## config.mk

```make
export PLATFORM = sky130hd
export DESIGN_NAME = wired_bus_arbiter
export DESIGN_NICKNAME = d
export VERILOG_FILES = /design/src/rtl/wired_bus_arbiter.sv
export SDC_FILE = /design/constraint.sdc
export NUM_CORES = 1
export LEC_CHECK = 0
export ABC_AREA = 1
export ABC_CLOCK_PERIOD_IN_PS = 1750
export CORE_MARGIN = 2
export CORE_UTILIZATION = 48
export DETAILED_ROUTE_END_ITERATION = 10
export GPL_ROUTABILITY_DRIVEN = 0
export GPL_TIMING_DRIVEN = 0
export PLACE_DENSITY = 0.75
export SYNTH_ARGS = -nofsm -noshare
export SYNTH_HDL_FRONTEND = slang
export SYNTH_SLANG_ARGS = --single-unit
```

## constraint.sdc

```tcl
create_clock -name clk -period 1.75 [get_ports clk]
set_input_delay 0.2625 -clock clk [delete_from_list [all_inputs] [get_ports clk]]
set_output_delay 0.2625 -clock clk [all_outputs]
set_load 0.02 [all_outputs]
```

## src/rtl/wired_bus_arbiter.sv

```systemverilog
// wired_bus_arbiter: round-robin owner arbiter for one resolved multi-driver net.
// Gives N_REQ requesters exclusive, time-shared ownership of a shared tri-state
// bus, with an all-released turnaround gap of TURN_CYC cycles between owners.
//
// Optional feature macro: WIRED_BUS_ARB_TIMEOUT_EN
//   defined   -> an owner is forcibly released after MAX_HOLD granted cycles
//   undefined -> ownership is unbounded and forced is tied low
//
// Ports:
//   clk     in   sole clock, rising edge
//   rst     in   asynchronous active-high reset
//   req     in   [N_REQ]          per-requester level request
//   gnt     out  [N_REQ]          registered one-hot grant, zero when no owner
//   gnt_id  out  [clog2(N_REQ)]   current owner index, holds last owner when idle
//   oe      out  [N_REQ]          driver enables for the shared net (== gnt)
//   busy    out                   high while in GRANT or TURN
//   forced  out                   one-cycle pulse when a grant is revoked by timeout
module wired_bus_arbiter #(
    parameter int unsigned N_REQ    = 4,
    parameter int unsigned TURN_CYC = 1,
    parameter int unsigned MAX_HOLD = 8
) (
    input  logic                       clk,
    input  logic                       rst,
    input  logic [N_REQ-1:0]           req,
    output logic [N_REQ-1:0]           gnt,
    output logic [$clog2(N_REQ)-1:0]   gnt_id,
    output logic [N_REQ-1:0]           oe,
    output logic                       busy,
    output logic                       forced
);

    localparam int unsigned ID_W   = $clog2(N_REQ);
    localparam int unsigned TURN_W = 3;
    localparam int unsigned HOLD_W = 8;

    // Elaboration-time parameter range guard
    if (N_REQ < 2 || N_REQ > 16 || TURN_CYC < 1 || TURN_CYC > 7 ||
        MAX_HOLD < 2 || MAX_HOLD > 255) begin : g_bad_param
        $error("wired_bus_arbiter: parameter out of range");
    end

    typedef enum logic [1:0] {
        IDLE  = 2'd0,
        GRANT = 2'd1,
        TURN  = 2'd2
    } state_t;

    state_t             state, state_d;
    logic [ID_W-1:0]    ptr, ptr_d;
    logic [TURN_W-1:0]  turn_cnt, turn_cnt_d;
    logic [N_REQ-1:0]   gnt_d;
    logic [ID_W-1:0]    gnt_id_d;
    logic               busy_d;

    logic               any_req_c;
    logic               win_found_c;
    logic [ID_W-1:0]    win_id_c;
    logic [ID_W:0]      idx_c;
    logic               take_c;

`ifdef WIRED_BUS_ARB_TIMEOUT_EN
    logic [HOLD_W-1:0]  hold_cnt, hold_cnt_d;
    logic               forced_d;
`endif

    // Round-robin search: first set request at or after ptr, wrapping
    always_comb begin
        any_req_c   = |req;
        win_found_c = 1'b0;
        win_id_c    = '0;
        idx_c       = '0;
        for (int i = 0; i < int'(N_REQ); i++) begin
            idx_c = {1'b0, ptr} + (ID_W+1)'(i);
            if (idx_c >= (ID_W+1)'(N_REQ)) begin
                idx_c = idx_c - (ID_W+1)'(N_REQ);
            end
            if (!win_found_c && req[idx_c[ID_W-1:0]]) begin
                win_found_c = 1'b1;
                win_id_c    = idx_c[ID_W-1:0];
            end
        end
    end

    // Next-state and next-output logic
    always_comb begin
        state_d    = state;
        ptr_d      = ptr;
        turn_cnt_d = turn_cnt;
        gnt_d      = gnt;
        gnt_id_d   = gnt_id;
        take_c     = 1'b0;
`ifdef WIRED_BUS_ARB_TIMEOUT_EN
        hold_cnt_d = hold_cnt;
        forced_d   = 1'b0;
`endif

        case (state)
            IDLE: begin
                take_c = any_req_c;
            end
            GRANT: begin
                if (!req[gnt_id]) begin
                    state_d    = TURN;
                    gnt_d      = '0;
                    turn_cnt_d = '0;
`ifdef WIRED_BUS_ARB_TIMEOUT_EN
                end else if (hold_cnt == HOLD_W'(MAX_HOLD - 1)) begin
                    // Owner used its full allowance: revoke regardless of req
                    state_d    = TURN;
                    gnt_d      = '0;
                    turn_cnt_d = '0;
                    forced_d   = 1'b1;
                end else begin
                    hold_cnt_d = hold_cnt + HOLD_W'(1);
`endif
                end
            end
            TURN: begin
                if (turn_cnt == TURN_W'(TURN_CYC - 1)) begin
                    if (any_req_c) begin
                        take_c = 1'b1;
                    end else begin
                        state_d = IDLE;
                    end
                end else begin
                    turn_cnt_d = turn_cnt + TURN_W'(1);
                end
            end
            default: begin
                state_d = IDLE;
                gnt_d   = '0;
            end
        endcase

        // New ownership: shared by IDLE and end-of-TURN arbitration
        if (take_c) begin
            state_d          = GRANT;
            gnt_d            = '0;
            gnt_d[win_id_c]  = 1'b1;
            gnt_id_d         = win_id_c;
            ptr_d            = (win_id_c == ID_W'(N_REQ - 1)) ? '0 : win_id_c + ID_W'(1);
`ifdef WIRED_BUS_ARB_TIMEOUT_EN
            hold_cnt_d       = '0;
`endif
        end

        busy_d = (state_d != IDLE);
    end

    // State and output registers
    always_ff @(posedge clk or posedge rst) begin
        if (rst) begin
            state    <= IDLE;
            ptr      <= '0;
            turn_cnt <= '0;
            gnt      <= '0;
            oe       <= '0;
            gnt_id   <= '0;
            busy     <= 1'b0;
        end else begin
            state    <= state_d;
            ptr      <= ptr_d;
            turn_cnt <= turn_cnt_d;
            gnt      <= gnt_d;
            oe       <= gnt_d;
            gnt_id   <= gnt_id_d;
            busy     <= busy_d;
        end
    end

`ifdef WIRED_BUS_ARB_TIMEOUT_EN
    // Hold-time counter and revoke pulse
    always_ff @(posedge clk or posedge rst) begin
        if (rst) begin
            hold_cnt <= '0;
            forced   <= 1'b0;
        end else begin
            hold_cnt <= hold_cnt_d;
            forced   <= forced_d;
        end
    end
`else
    assign forced = 1'b0;
`endif

endmodule

```

==> impl_metrics.tcl, run 1 <==
set metrics [dict create \
    status "complete, no violations" \
    drtAntennaViolNets 0 \
    vias 1030 \
    grt_pass1_wl_um 3940 \
    synthTopCellsByCount "nand2_1, inv_1, dfrtp_1" \
    layoutNonFillerInstCount 212 \
    worst_setup_path_end_kind "flip-flop" \
    r2r_slack_ps 30 \
    synthArstFlopShare_pct 100 \
    critPathLaunchType "flip-flop" \
    clkSinkCount 14 \
    drt-wirelength-per-cell_um 10.6 \
    yosys_most_used_dff "dfrtp_1" \
    die-area_um2 2830 \
    grt_pass1_vias 939 \
    finalHoldViolations 0 \
    antenna_found_initial 0 \
    cts-hold-fix-buffers 0 \
    die_height_um 53.2 \
    groute.usage.overall_pct 18.9 \
    start_util_pct 51.6 \
    avgViaCountPerCell 4.86 \
    first_pass_iters 4 \
    yosysWarnings 0 \
    clk_path_buf_depth 2 \
    final_layout_size_suffix_gt1_share_pct 28.3 \
    rsz0062_at_grt "true" \
    routed_wl_um 2250 \
    crit_buf_inv 3 \
    drtIter0Drc 13 \
    critical_path.top_delay_family "simple AND/OR/NAND/NOR gates" \
    io_pins 18 \
    worstMarginPinSlew_ps 521 \
    htree_num_levels 1 \
    total_power_mw 3.03 \
    ys_seq_elements 14 \
    path_clk_slew_ps 90 \
    syn_area_um2 1160 \
    syn_area_per_cell_um2 7.36 \
    syn_to_final_growth_pct 29.5 \
    finalNetCount 201 \
    cp_common_cell "nand2_2" \
    numCtsBuffers 3 \
    critPathRequiredTime_ps 1960 \
    cp_max_fo 8 \
    ir_drop_uv 1120 \
    fin_crit_ps 1720 \
    dp_hpwl_um 1680 \
    cp_slowest_stage_delay_ps 380 \
    setup_violations 0 \
    synth_top_area_share_pct 30.1 \
    slowest_stage "dfrtp_1" \
    max_cap_violations 0 \
    synthTopCellsByArea "dfrtp_1, nand2_1, ha_1" \
    overflow 0 \
    period_share_pct 98.5 \
    synth_cell_types 21 \
    max_freq_mhz 580 \
    grt_max_degree 15 \
    cp_cell_sequence "buf_6, inv_8, nand2_2, nand3_4, nand2_4, nor2_8, nand4_1, nand2_2, inv_2, ha_4, nand2_1, o21ai_1" \
    dp.cells 202 \
    synth_fp_nets 174 \
    drc 0 \
    root_buffer "clkbuf_4" \
    power_leakage_nw 0.814 \
    nFillCells 192 \
    n_antenna_cell 0 \
    synth_edf_count 0 \
    num_rows 17 \
    core-area_um2 2250 \
    crit_type "flip-flop to flip-flop" \
    slew_violations 0 \
    reg2reg_from "ptr[0]" \
    hold_class "primary input to async pin" \
    power.density_nw_per_um2 2010 \
    cts_tree "built" \
    syn_inst 158 \
    insertion_delay_ps 280 \
    port_buffers 16 \
    yosysMostFrequentCell "nand2_1" \
    slew_headroom_pct 65.2 \
    cp-startpoint "ptr[0]" \
    finClkSkew_ps 10.8 \
    worstPathArrival_ps 1930 \
    die_w_um 53.2 \
    seq_area_frac_synth_pct 30.1 \
    synth_top_area_cell "dfrtp_1" \
]
[cells by family after synthesis]
| kind of cell | count (synthesis) | share of synthesized area, % |
|---|---|---|
| compound gates | 13 | 5.59 |
| fa+ha+maj | 10 | 10.8 |
| buf+inv | 33 | 13.5 |
| flops | 14 | 30.1 |
| other cells | 1 | 0.322 |
| simple gates | 87 | 39.7 |
[through the flow]
stage          util (%)  setup WS [ps]  TNS, ps  hold WS [ps]  instance area [µm²]
2_1_floorplan         -           64.3        0           152                 1160
3_3_place_gp       60.3           -362    -1580           528                 1360
3_5_place_dp       60.3           -391    -1790           525                 1360
4_1_cts            65.1          -1.48    -1.48           324                 1470
5_1_grt            66.8           -107     -524           362                 1510
6_report           66.8           26.7        0           310                 1510
[final cells by class]
class / count / area [µm²] / area share [%]
Multi-Input combinational cell: 111 / 712 / 47.3
Sequential cell: 14 / 352 / 23.3
Timing Repair Buffer: 22 / 210 / 14.0
Inverter: 27 / 113 / 7.48
Buffer: 6 / 48.8 / 3.24
Clock buffer: 4 / 36.3 / 2.41
Tap cell: 28 / 35.0 / 2.33
[registers in the layout, summed over array words and instances, names as in the netlist]
register  cells
busy          1
gnt_id        2
oe            4
ptr           2
state         2
turn_cnt      3
[cells in the final DEF, fill, tap and decap left out]
cell type,instances
inv_4,1
nand2_1,42
buf_4,11
nand2_2,11
nand3_2,3
or2_2,1
ha_1,9
inv_1,22
o21ai_0,9
nand3_4,1
nor2_8,1
nand4_2,1
ha_4,1
dlymetal6s2s_1,2
inv_2,2
o21ai_2,1
dfrtp_2,1
inv_8,1
clkbuf_4,3
o21ai_1,3
clkinv_2,1
clkbuf_8,1
nand4_1,4
conb_1,1
nand2_4,7
nor2_2,2
nand3_1,10
dfrtp_1,13
buf_6,1
nor2_4,1
nor2_1,3
clkdlybuf4s50_1,14
[timing repair]
| action | in CTS | in global routing |
|---|---|---|
| pin swaps | 7 | 6 |
| endpoints found under the setup margin | 3 | 10 |
| buffers inserted | 4 | 2 |
| resized for setup | 15 | 7 |
[path summary, 6_finish.rpt]
path                          end  cells after the start
setup / recovery           ptr[1]                     12
hold / removal              oe[1]                      2
setup reg to reg           ptr[1]                     12
hold reg to reg             oe[1]                      2
max in group asynchronous  ptr[1]                      2
min in group clk            oe[1]                      2
[layer usage]
| layer | track usage, % | up-vias | routed length, µm |
|---|---|---|---|
| li1 | - | 538 | - |
| met1 | 23.8 | 465 | 1030 |
| met2 | 32.9 | 25 | 1110 |
| met3 | 3.39 | 2 | 93 |
| met4 | 5.13 | 0 | 19 |
| met5 | 0 | - | 0 |
[power by group]
group | switching, mW | internal (mW)
logic | 1.33 | 0.928
clock network | 0.103 | 0.127
registers | 0.0962 | 0.447
total | 1.53 | 1.50
Note: power is estimated with default switching activity, not from simulation.
==> run 2: changes to the inputs <==
CORE_UTILIZATION = 25   (was 48)
PLACE_DENSITY = unset   (was 0.75)
==> impl_metrics.tcl, run 2 (synthesis gave the netlist of run 1 again) <==
set metrics [dict create \
    top_usage_layer "met2" \
    finalHoldViolations 0 \
    setup_slack_ps -48.3 \
    root_buffer "clkbuf_8" \
    die_w_um 72.2 \
    grt_util_met3_pct 0.972 \
    grt_max_degree 15 \
    utilization_pct 36.6 \
    fin_crit_ps 1800 \
    insertion_delay_ps 240 \
    die-area_um2 5220 \
    worstMarginPinSlew_ps 514 \
    rsz0062_at_grt "true" \
    vias 994 \
    max_cap_violations 0 \
    core-area_um2 4410 \
    period_share_pct 103 \
    htree_num_levels 1 \
    ir_drop_uv 692 \
    grt_pass1_wl_um 3990 \
    numCtsBuffers 3 \
    overflow 0 \
    slew_violations 0 \
    antenna_found_initial 0 \
    use_met2_pct 15.8 \
    nFillCells 474 \
    path_clk_slew_ps 60 \
    power_leakage_nw 0.832 \
    drt-wirelength-per-cell_um 9.68 \
    final_layout_size_suffix_gt1_share_pct 31.4 \
    first_pass_iters 4 \
    routed_wl_um 2290 \
    io_pins 18 \
    syn_to_final_growth_pct 38.8 \
    finClkSkew_ps 1.77 \
    setup_violations 3 \
    die_height_um 72.2 \
    max_freq_mhz 556 \
    hold_class "primary input to async pin" \
    layout_common_cells "nand2_1, inv_1, clkdlybuf4s50_1" \
    cts_tree "built" \
    finalNetCount 202 \
    power.density_nw_per_um2 2020 \
    seqCellArea_um2 352 \
    total_power_mw 3.26 \
    crit_type "flip-flop to flip-flop" \
    worst_setup_path_end_kind "flip-flop" \
    reg_top3 "oe: 4 flops, turn_cnt: 3 flops" \
    groute.usage.overall_pct 9.35 \
    clkSinkCount 14 \
    slew_headroom_pct 65.7 \
    cp_max_fo 7 \
    violations "setup timing" \
    start_util_pct 26.4 \
    critPathLaunchType "flip-flop" \
    port_buffers 16 \
    dp_hpwl_um 1700 \
    layout_commonest_cell "nand2_1" \
    grt_pass1_vias 948 \
    num_rows 24 \
    n_antenna_cell 0 \
    regMostFlops "oe" \
    multi_input_area_um2 767 \
    largest_reg_flops 4 \
    avgViaCountPerCell 4.19 \
    r2r_slack_ps -50 \
    drtIter0Drc 51 \
    critPathRequiredTime_ps 1920 \
    clk_path_buf_depth 2 \
    drtAntennaViolNets 0 \
    status "finished with violations" \
    drc 0 \
    worstPathArrival_ps 1970 \
    grtUsageMet1_pct 12.2 \
]
## run 2: worst paths after layout
path	from	end	cells past startpoint
worst max-delay path	ptr[0]	ptr[1]	14
worst min-delay path	rst	turn_cnt[1]	2
worst max register to register	ptr[0]	ptr[1]	14
worst min register to register	oe[2]	oe[2]	2
max in group asynchronous	rst	ptr[1]	2
min in group clk	oe[2]	oe[2]	2
## run 2: through the flow
| step | worst slack (ps) | hold slack [ps] | instances | instance area (µm²) | setup TNS (ps) |
|---|---|---|---|---|---|
| 6_report | -48.3 | 353 | 237 | 1620 | -84.3 |
| 5_1_grt | -178 | 409 | 237 | 1620 | -863 |
| 4_1_cts | -42.9 | 378 | 236 | 1540 | -71.6 |
| 3_5_place_dp | -395 | 527 | 226 | 1390 | -1940 |
| 3_3_place_gp | -359 | 531 | 226 | 1390 | -1710 |
| 2_1_floorplan | 64.3 | 152 | 158 | 1160 | 0 |
## run 2: cell type report
class	count	share of cell area, %
inverter	27	7.28
buffer	6	3.02
clock buffer	4	3.41
sequential	14	21.8
timing repair buffer	23	13.0
tap	52	4.03
multi-input combinational	111	47.5
## run 2: power breakdown
part	internal, mW	switching (mW)
sequential	0.448	0.119
clock	0.199	0.113
combinational	0.991	1.39
## run 2: critical path, stage by stage (launching register included)
cell and delay [ps]:
dfrtp_1 380, buf_6 160, clkinv_8 90, nand2_4 60
nand2_2 70, buf_4 140, nand2_1 60, nand2_2 70
nand3_1 100, nand3_2 80, nand2_2 90, inv_2 60
ha_4 260, nand2_2 50, o21ai_2 50
## run 2: repair_timing
item	in CTS	in global routing
pin swaps	11	11
hold buffers	0	0
resized for setup	22	16
endpoints found under the setup margin	7	9
cloned	1	0
buffers inserted	5	1
## run 2: routing by layer
| metal | share of wire (%) | vias up |
|---|---|---|
| met5 | 0 | - |
| met4 | 1.2 | 0 |
| met3 | 2.9 | 2 |
| met2 | 49 | 16 |
| met1 | 47 | 437 |
| li1 | - | 539 |
